### src/rtl/cal_pkg.sv
// Shared constants, the weekday name table and the serializer state type
// used by the calendar date serializer.
package cal_pkg;

  localparam int          FRAME_LEN   = 10;
  localparam logic [3:0]  LAST_IDX    = 4'(FRAME_LEN - 1);

  localparam logic [7:0]  ASCII_ZERO  = 8'h30;
  localparam logic [7:0]  ASCII_QMARK = 8'h3F;
  localparam logic [7:0]  ASCII_SPACE = 8'h20;

  // Element 0 is SUN; a packed array puts the first-listed entry in the top slot.
  localparam logic [6:0][23:0] DAY_NAMES = {
    "SAT", "FRI", "THU", "WED", "TUE", "MON", "SUN"
  };

  typedef enum logic {
    IDLE = 1'b0,
    SEND = 1'b1
  } state_e;

  function automatic logic [23:0] day_name(input logic [2:0] day);
    if (day == 3'd7) begin
      return {3{ASCII_QMARK}};
    end
    return DAY_NAMES[day];
  endfunction

endpackage

### src/rtl/cal_date_serializer_if.sv
// Byte stream between the date serializer (master) and a UART/log sink (slave).
interface cal_date_serializer_if;

    logic [7:0] tx_data;
    logic       tx_valid;
    logic       tx_ready;

    modport master (output tx_data, output tx_valid, input tx_ready);
    modport slave  (input tx_data, input tx_valid, output tx_ready);

endinterface

### src/rtl/cal_bin2ascii.sv
// Converts a 0..31 value into two ASCII decimal digits; the invalid flag
// replaces both digits with '?'.
module cal_bin2ascii
    import cal_pkg::*;
(
    input  logic [4:0] value_i,
    input  logic       invalid_i,
    output logic [7:0] tens_o,
    output logic [7:0] ones_o
);

    logic [4:0] tens_v;
    logic [4:0] ones_v;

    assign tens_v = value_i / 5'd10;
    assign ones_v = value_i % 5'd10;

    assign tens_o = invalid_i ? ASCII_QMARK : ASCII_ZERO + {3'b000, tens_v};
    assign ones_o = invalid_i ? ASCII_QMARK : ASCII_ZERO + {3'b000, ones_v};

endmodule

### src/rtl/cal_date_serializer.sv
// Sends "DD/MM WWW\n" for the calendar value after reset and on every change,
// over a registered valid/ready byte stream.
module cal_date_serializer
    import cal_pkg::*;
#(
    parameter bit         SEND_ON_RESET = 1'b1,
    parameter logic [7:0] SEP_CHAR      = 8'h2F,
    parameter logic [7:0] EOL_CHAR      = 8'h0A
) (
    input  logic                         clk,
    input  logic                         rst,
    input  logic                         en,
    input  logic [2:0]                   Day,
    input  logic [4:0]                   Date,
    input  logic [3:0]                   Month,
    output logic                         busy,
    cal_date_serializer_if.master        tx
);

    state_e     state_q;
    logic [3:0] idx_q;
    logic [2:0] day_q;
    logic [4:0] date_q;
    logic [3:0] month_q;
    logic       first_q;
    logic       tx_valid_q;
    logic       busy_q;
    logic [7:0] tx_data_q;

    logic [2:0]  src_day;
    logic [4:0]  src_date;
    logic [3:0]  src_month;
    logic        date_invalid;
    logic        month_invalid;
    logic [7:0]  date_tens, date_ones;
    logic [7:0]  month_tens, month_ones;
    logic [23:0] day_chars;
    logic [3:0]  idx_d;
    logic [7:0]  tx_data_d;
    logic        trigger;
    logic        xfer;

    // In IDLE the first byte is built from the live inputs that are being
    // latched on the same edge; in SEND everything comes from the snapshot.
    assign src_day   = (state_q == IDLE) ? Day   : day_q;
    assign src_date  = (state_q == IDLE) ? Date  : date_q;
    assign src_month = (state_q == IDLE) ? Month : month_q;

    assign date_invalid  = (src_date == 5'd0);
    assign month_invalid = (src_month == 4'd0) || (src_month > 4'd12);
    assign day_chars     = day_name(src_day);

    cal_bin2ascii u_date_ascii (
        .value_i   (src_date),
        .invalid_i (date_invalid),
        .tens_o    (date_tens),
        .ones_o    (date_ones)
    );

    cal_bin2ascii u_month_ascii (
        .value_i   ({1'b0, src_month}),
        .invalid_i (month_invalid),
        .tens_o    (month_tens),
        .ones_o    (month_ones)
    );

    assign idx_d   = (state_q == IDLE) ? 4'd0 : idx_q + 4'd1;
    assign trigger = en && (first_q || ({Day, Date, Month} != {day_q, date_q, month_q}));
    assign xfer    = tx_valid_q && tx.tx_ready;

    always_comb begin
        // NOTE: default first so every path assigns tx_data_d and no latch is inferred.
        tx_data_d = EOL_CHAR;
        case (idx_d)
            4'd0:    tx_data_d = date_tens;
            4'd1:    tx_data_d = date_ones;
            4'd2:    tx_data_d = SEP_CHAR;
            4'd3:    tx_data_d = month_tens;
            4'd4:    tx_data_d = month_ones;
            4'd5:    tx_data_d = ASCII_SPACE;
            4'd6:    tx_data_d = day_chars[23:16];
            4'd7:    tx_data_d = day_chars[15:8];
            4'd8:    tx_data_d = day_chars[7:0];
            default: tx_data_d = EOL_CHAR;
        endcase
    end

    // NOTE: state is updated only with non-blocking assignments so every
    // register samples the pre-edge values regardless of statement order.
    always_ff @(posedge clk or posedge rst) begin
        if (rst) begin
            state_q    <= IDLE;
            idx_q      <= 4'd0;
            day_q      <= 3'd0;
            date_q     <= 5'd0;
            month_q    <= 4'd0;
            first_q    <= SEND_ON_RESET;
            tx_valid_q <= 1'b0;
            busy_q     <= 1'b0;
            tx_data_q  <= 8'h00;
        end else begin
            case (state_q)
                IDLE: begin
                    if (trigger) begin
                        day_q      <= Day;
                        date_q     <= Date;
                        month_q    <= Month;
                        first_q    <= 1'b0;
                        idx_q      <= 4'd0;
                        tx_data_q  <= tx_data_d;
                        tx_valid_q <= 1'b1;
                        busy_q     <= 1'b1;
                        state_q    <= SEND;
                    end
                end
                SEND: begin
                    if (xfer) begin
                        if (idx_q == LAST_IDX) begin
                            tx_valid_q <= 1'b0;
                            busy_q     <= 1'b0;
                            state_q    <= IDLE;
                        end else begin
                            idx_q     <= idx_d;
                            tx_data_q <= tx_data_d;
                        end
                    end
                end
                default: state_q <= IDLE;
            endcase
        end
    end

    assign tx.tx_data  = tx_data_q;
    assign tx.tx_valid = tx_valid_q;
    assign busy        = busy_q;

endmodule
### src/flat_wrapper.sv
// flat-port wrapper written by rule: the top's interface ports become plain ports
module cal_date_serializer_flat import cal_pkg::*;
#(
    parameter bit         SEND_ON_RESET = 1'b1,
    parameter logic [7:0] SEP_CHAR      = 8'h2F,
    parameter logic [7:0] EOL_CHAR      = 8'h0A
)
  (clk, rst, en, Day, Date, Month, busy, tx_tx_data, tx_tx_valid, tx_tx_ready);
  cal_date_serializer_if tx_i ();
  input  logic clk;
  input  logic rst;
  input  logic en;
  input  logic [2:0] Day;
  input  logic [4:0] Date;
  input  logic [3:0] Month;
  output logic busy;
  output wire logic [$bits(tx_i.tx_data)-1:0] tx_tx_data;
  output wire logic [$bits(tx_i.tx_valid)-1:0] tx_tx_valid;
  input wire logic [$bits(tx_i.tx_ready)-1:0] tx_tx_ready;
  assign tx_tx_data = tx_i.tx_data;
  assign tx_tx_valid = tx_i.tx_valid;
  assign tx_i.tx_ready = tx_tx_ready;
  cal_date_serializer #(.SEND_ON_RESET(SEND_ON_RESET), .SEP_CHAR(SEP_CHAR), .EOL_CHAR(EOL_CHAR)) u_core (.clk(clk), .rst(rst), .en(en), .Day(Day), .Date(Date), .Month(Month), .busy(busy), .tx(tx_i));
endmodule
### config.mk
export PLATFORM = sky130hd
export DESIGN_NAME = cal_date_serializer_flat
export DESIGN_NICKNAME = d
export VERILOG_FILES = /design/src/rtl/cal_pkg.sv /design/src/rtl/cal_date_serializer_if.sv /design/src/rtl/cal_bin2ascii.sv /design/src/rtl/cal_date_serializer.sv /design/src/flat_wrapper.sv
export SDC_FILE = /design/constraint.sdc
export NUM_CORES = 1
export LEC_CHECK = 0
export BUFFER_PORTS_ARGS = -buffer_cell sky130_fd_sc_hd__buf_2
export CAP_MARGIN = 20
export CORE_UTILIZATION = 64
export DETAILED_ROUTE_END_ITERATION = 16
export GPL_TIMING_DRIVEN = 0
export PLACE_DENSITY = 0.86
export RECOVER_POWER = 50
export SYNTH_ARGS = -nofsm -noshare
export SYNTH_HDL_FRONTEND = slang
export SYNTH_SLANG_ARGS = --single-unit
### constraint.sdc
create_clock -name clk -period 5.08 [get_ports clk]
set_clock_uncertainty 0.05 [all_clocks]
set_input_delay 0.508 -clock clk [delete_from_list [all_inputs] [get_ports clk]]
set_output_delay 0.508 -clock clk [all_outputs]
set_load 0.05 [all_outputs]
======== Word level (Yosys, flattened, before mapping) ========
Memories as Yosys holds them, arrays and structs flattened.
Index checks and enable logic that the tools add are counted.
cells by class
  add/subtract/negate cells ............... 5
  $mul .................................... 0
  div/mod/pow operators ................... 4
  $lt $le $gt $ge ......................... 2
  equality and inequality tests ........... 15
  shifts and indexed selects .............. 0
  multiplexer cells ....................... 29
  bitwise gates (word level) .............. 1
  reduce and logical (&&, ||, !) cells .... 10
operators by type and width
  operator                                                               count
  24-bit two-way mux                                                     3
  8-bit one-hot mux with 9 select lines                                  1
  6-bit by 5-bit adder with 7-bit output, first input constant           4
  7-bit two-way mux                                                      4
  8-bit two-way mux                                                      3
  4-bit two-way mux                                                      5
  4-bit by 3-bit equality test with 1-bit output, second input constant  4
  8-bit one-hot mux with 2 select lines                                  1
  12-bit != test                                                         1
  4-bit by 2-bit equality test with 1-bit output, second input constant  2
  4-bit equality test, second input constant                             2
  4-bit logical NOT                                                      2
  4-bit one-hot mux with 2 select lines                                  1
  1-bit two-way mux                                                      7
  2-bit != test, second input constant                                   3
  3-bit AND reduction                                                    2
  4-bit by 4-bit divider with 5-bit output, second input constant        1
  5-bit by 4-bit divider with 5-bit output, second input constant        1
  5-bit logical NOT                                                      1
  4-bit by 4-bit modulo with 5-bit output, second input constant         1
  5-bit by 4-bit modulo with 5-bit output, second input constant         1
  5-bit two-way mux                                                      1
  4-bit by 1-bit adder with 4-bit output, second input constant          1
  4-bit by 1-bit equality test with 1-bit output, second input constant  1
  other kinds (10)                                                       13
word-level totals
  register bits after elaboration ......... 27
  bits in latches ......................... 0
  memory bits (writable) .................. 0
  bits in read-only memories .............. 192
  input bits .............................. 16
  memories ................................ 1
memory list
  name             words  width  read ports  clocked after memory_dff  write ports  RTL line       text
  (no name shown)  8      24     1           0                         0            cal_pkg.sv:26  return DAY_NAMES[day];

======== Longest topological paths before layout ========
  word-level depth ........................ 8
  mapped depth ............................ 13
  depth with buffers taken out ............ 10

======== Hierarchy ========
From an unflattened synthesis, not the netlist that was laid out.
unflattened totals
  cells, all modules ...................... 297
  area, all modules ....................... 2656.3 um^2
modules (own cells, without submodules)
  module               instances  cells each  area each (um^2)  sequential area each (um^2)
  cal_date_serializer  1          231         2218.4            676.9
  cal_bin2ascii        2          33          219.0             0.0

======== Worst setup path before layout ========
No wires, ideal clock.
  path type ............................... reg-to-reg
  start point ............................. register u_core.state_q
  end point ............................... register u_core.tx_data_q[1] (netlist: u_core.tx.tx_data[1])
  library setup time ...................... 0.133 ns
  arrival time ............................ 2.540 ns
  required time ........................... 4.897 ns
  path slack .............................. 2.357 ns
  stages on the path, launching flop included .. 14
  buffers on the path ..................... 3
  clock period less this slack ............ 2.723 ns
  cell sequence ........................... dfrtp_1 -> buf_6 -> buf_6 -> clkbuf_1 -> mux2i_1 -> inv_1 -> ha_1 -> inv_1 -> a21oi_1 -> o21ai_0 -> o31ai_1 -> a21oi_1 -> nor4bb_1 -> a31oi_1
on the way
  longest elaborated chain between the ends .. 8
  elaborated cells between the ends (all ways) .. 44
  those cells by class .................... add/sub: 4; div: 4; order compare: 1; eq/ne: 12; mux: 16; bitwise: 1; reduce/logical: 5; memory: 1
RTL lines
  what                                                                   RTL line                    text
  start: declaration                                                     cal_date_serializer.sv:20   state_e state_q;
  start signal: assignment                                               cal_date_serializer.sv:92   state_q <= IDLE;
  start signal: assignment                                               cal_date_serializer.sv:113  state_q <= SEND;
  start signal: assignment                                               cal_date_serializer.sv:121  state_q <= IDLE;
  5-bit two-way mux, or another cell as far along                        cal_date_serializer.sv:46   assign src_date = (state_q == IDLE) ? Date : date_q;
  5-bit by 4-bit modulo with 5-bit output, or another cell as far along  cal_bin2ascii.sv:16         assign ones_v = value_i % 5'd10;
  6-bit by 5-bit adder with 7-bit output, or another cell as far along   cal_bin2ascii.sv:19         assign ones_o = invalid_i ? ASCII_QMARK : ASCII_ZERO + {3'b000, ones_v};
  7-bit two-way mux, or another cell as far along                        cal_bin2ascii.sv:19
  8-bit one-hot mux with 9 select lines                                  cal_date_serializer.sv:74   case (idx_d)
  8-bit two-way mux                                                      cal_date_serializer.sv:118  if (idx_q == LAST_IDX) begin
  8-bit two-way mux                                                      cal_date_serializer.sv:117  if (xfer) begin
  8-bit one-hot mux with 2 select lines                                  cal_date_serializer.sv:102  case (state_q)
  end signal: assignment                                                 cal_date_serializer.sv:110  tx_data_q <= tx_data_d;
  end signal: assignment                                                 cal_date_serializer.sv:124  tx_data_q <= tx_data_d;
  end: declaration                                                       cal_date_serializer.sv:28   logic [7:0] tx_data_q;
Parallel ways exist; a longest one is shown, timed or not. The select of a mux whose other input is x is not followed.
A chain may end at the register's enable or synchronous reset.

======== Worst setup path after layout ========
Same ends and word-level chain as after synthesis.

==> metrics <==
CP Launch Point=u_core.state_q$_DFF_PP0_; share of layout cells above drive strength 1=20.3%; leakage power=1.18 nW; Post-Route WL=5610 um; clk sinks=26; # nets final=335; hpwl dp=4170 um; die width=62.6 um; number of routed nets with antenna violations=0; sequential element share of the synthesized area=27.7%; root buf cell=clkbuf_4; final hold viol count=0; hold path startpoint=Day[0]; Max Fclk=289 MHz; Worst EP arrival=3.64 ns; clk_lat worst skew=0.33 ns; hold endpoint=u_core.day_q[0]$_DFFE_PP0P_; top-area cell type share of the netlist area=26.6%; area leader, netlist=dfrtp_1; Worst R2R Setup Slack=1.62 ns; minimum clock period=3.46 ns; synth warn=0; final setup fails=0; Final WS setup=1.62 ns; CTS tree=built; grt ovf=0; detailed router's first-iteration violation count=156; synth top area cells=dfrtp_1, mux2_2, ha_1; Die Area=3920 um2; Antenna Diode Count=0; Rows=21; P&R area growth vs syn=9.47%; Critical Path RT=5.26 ns; Slew @ Worst Pin=1.38 ns; RSZ-0062 raised after global routing=no; ys async rst share=100%; via count=2181; first-pass GRT wire length=9400 um; crit path max fanout=10; cell area after synthesis=2350 um2; pin count of the biggest net entering global routing=27; met3 usage=2.55%; peak supply drop=0.303 mV; Power Dens Cells=712 nW/um2; synthesized flop and latch total=26; antenna violations before repair=0; number of library cell types mapped by synthesis=54; Final Wtd Congestion=0.940; final period utilization=68.1%; Setup TNS Final=0 ns; GRT Max-Usage Layer=met2; met2 usage=48.5%; syn avg cell area=8.52 um2; critical path capture point type=flop; Num CTS Buffers=3; outcome=complete, no violations; EDFF count, synth=0; Total Routing Usage GR=30.0%; Final Slew Violations=0; Syn Nets=304; Starting Density=68.9%; CTS H-tree depth=1; die height=62.6 um; Worst Setup Path Type=flop to flop; drt wl/cell=15.9 um; startpoint types=flop; Crit Reg-Reg Endpoint=u_core.tx.tx_data[1]$_DFFE_PP0P_; Worst-path clk slew=0.16 ns; I/O Buffers=24; Post-Syn Instances=276; worst hold path class=primary input to flop; clk buf depth=2; worst slack at placement=1.77 ns; first-pass iteration count of the detailed router=5; vias in the first global route=2002; DRC viols=0; Hold Path Cell Cnt=2; Ports=26; commonest cells in the netlist=dfrtp_1, nand2_1, mux2_2; setup repair bufs after CTS=0; # Max-Cap Violations=0; worst-case reg-to-reg path depth=13; max_slew headroom=8.04%; worst r2r src=u_core.state_q$_DFF_PP0_; met1 usage=42.1%; Vias/cell=6.20; Core Region=3420 um2; top_reg_cell synth=dfrtp_1
[cells in the final DEF, fill, tap and decap left out, types with 2 or more instances in the layout]
| cell type | synthesis | final |
|---|---|---|
| a21oi_1 | 18 | 18 |
| a31oi_1 | 4 | 4 |
| a32o_1 | 2 | 2 |
| and2_1 | 3 | 3 |
| and3_1 | 3 | 3 |
| buf_2 | 2 | 22 |
| buf_4 | 3 | 3 |
| buf_6 | 3 | 3 |
| clkbuf_1 | 6 | 11 |
| clkbuf_4 | 0 | 3 |
| dfrtp_1 | 25 | 25 |
| ha_1 | 12 | 12 |
| inv_1 | 15 | 15 |
| mux2_2 | 22 | 22 |
| mux2i_1 | 9 | 9 |
| nand2_1 | 25 | 25 |
| nand2b_1 | 6 | 6 |
| nand3_1 | 9 | 9 |
| nand4_1 | 2 | 2 |
| nor2_1 | 20 | 20 |
| nor2b_1 | 4 | 4 |
| nor3_1 | 6 | 6 |
| nor3b_1 | 2 | 2 |
| nor4_1 | 3 | 3 |
| o2111ai_1 | 2 | 2 |
| o211ai_1 | 3 | 3 |
| o21ai_0 | 18 | 18 |
| o221ai_1 | 2 | 2 |
| o22a_1 | 3 | 3 |
| o311ai_0 | 3 | 3 |
| o31ai_1 | 2 | 2 |
| o32a_1 | 3 | 3 |
| or2_2 | 2 | 2 |
| xor2_1 | 13 | 13 |
[flip-flops by register name, summed over array words and instances, names as in the netlist]
register and cells:
u_core.tx.tx_valid 1, u_core.first_q 1, u_core.tx.tx_data 7, u_core.month_q 4
u_core.date_q 5, u_core.state_q 1, u_core.day_q 3, u_core.idx_q 4
[what timing repair did]
| action | 4_1_cts | 5_1_grt |
|---|---|---|
| hold buffers | 0 | 1 |
| endpoints found under the setup margin | 0 | 0 |
| endpoints found under the hold margin | 0 | 1 |
| gates resized for setup | 0 | 0 |
[kinds of logic (layout without fill, tap and decap cells)]
family	Yosys count	count (layout)	share of synthesized area (%)
simple gates	89	89	18.6
compound gates	73	73	21.0
mux	32	32	15.0
buf+inv	30	60	6.33
flops	26	26	27.7
xor+xnor	13	13	4.84
fa+ha+maj	12	12	6.38
other cells	1	1	0.159
[per-stage QoR]
stage	instances	util [%]	total power [W]	area (um2)	hold WS (ns)
detailed placement	346	74.1	0.00169	2530	0.428
floorplan	276	-	0.00141	2350	0.423
global route	352	75.4	0.00199	2570	0.376
global placement	346	74.1	0.00165	2530	0.422
CTS	350	75.1	0.00181	2570	0.381
finish	352	75.4	0.00183	2570	0.392
[final cells by class]
cell class                 count  area, um2
multi-input combinational    220       1550
fill                         289        841
sequential                    26        652
timing repair buffer          26        129
buffer                        14       88.8
inverter                      16       60.1
tap                           46       57.6
clock buffer                   4       36.3
[report_power, final]
group          total (W)  internal (W)  leakage, nW  switching [W]
logic            0.00133      0.000504        0.846       0.000827
registers       0.000389      0.000303        0.308      0.0000856
clock network   0.000112     0.0000439       0.0210      0.0000681
[layer usage]
layer	vias to the layer above	part of all wire, %
met5	-	0
met3	14	5.3
met2	84	47
met4	0	2.0
li1	1060	-
met1	1023	46
[worst max-delay path, stage by stage (launching register included)]
cell      delay (ns)
dfrtp_1         0.37
buf_6           0.15
buf_6           0.16
clkbuf_1        0.41
mux2i_1         0.60
inv_1           0.17
ha_1            0.33
inv_1           0.13
a21oi_1         0.08
o21ai_0         0.19
o31ai_1         0.10
a21oi_1         0.20
nor4bb_1        0.28
a31oi_1         0.12
[worst max path at each step]
stage,depth (start not counted),endpoint,slack [ns]
global placement,13,u_core.tx.tx_data[1]$_DFFE_PP0P_,1.73
CTS,13,u_core.tx.tx_data[1]$_DFFE_PP0P_,1.69
finish,13,u_core.tx.tx_data[1]$_DFFE_PP0P_,1.62
floorplan,13,u_core.tx.tx_data[1]$_DFFE_PP0P_,2.36
detailed placement,13,u_core.tx.tx_data[1]$_DFFE_PP0P_,1.77
global route,13,u_core.tx.tx_data[1]$_DFFE_PP0P_,1.31
Power figures use the tool's default switching activity.
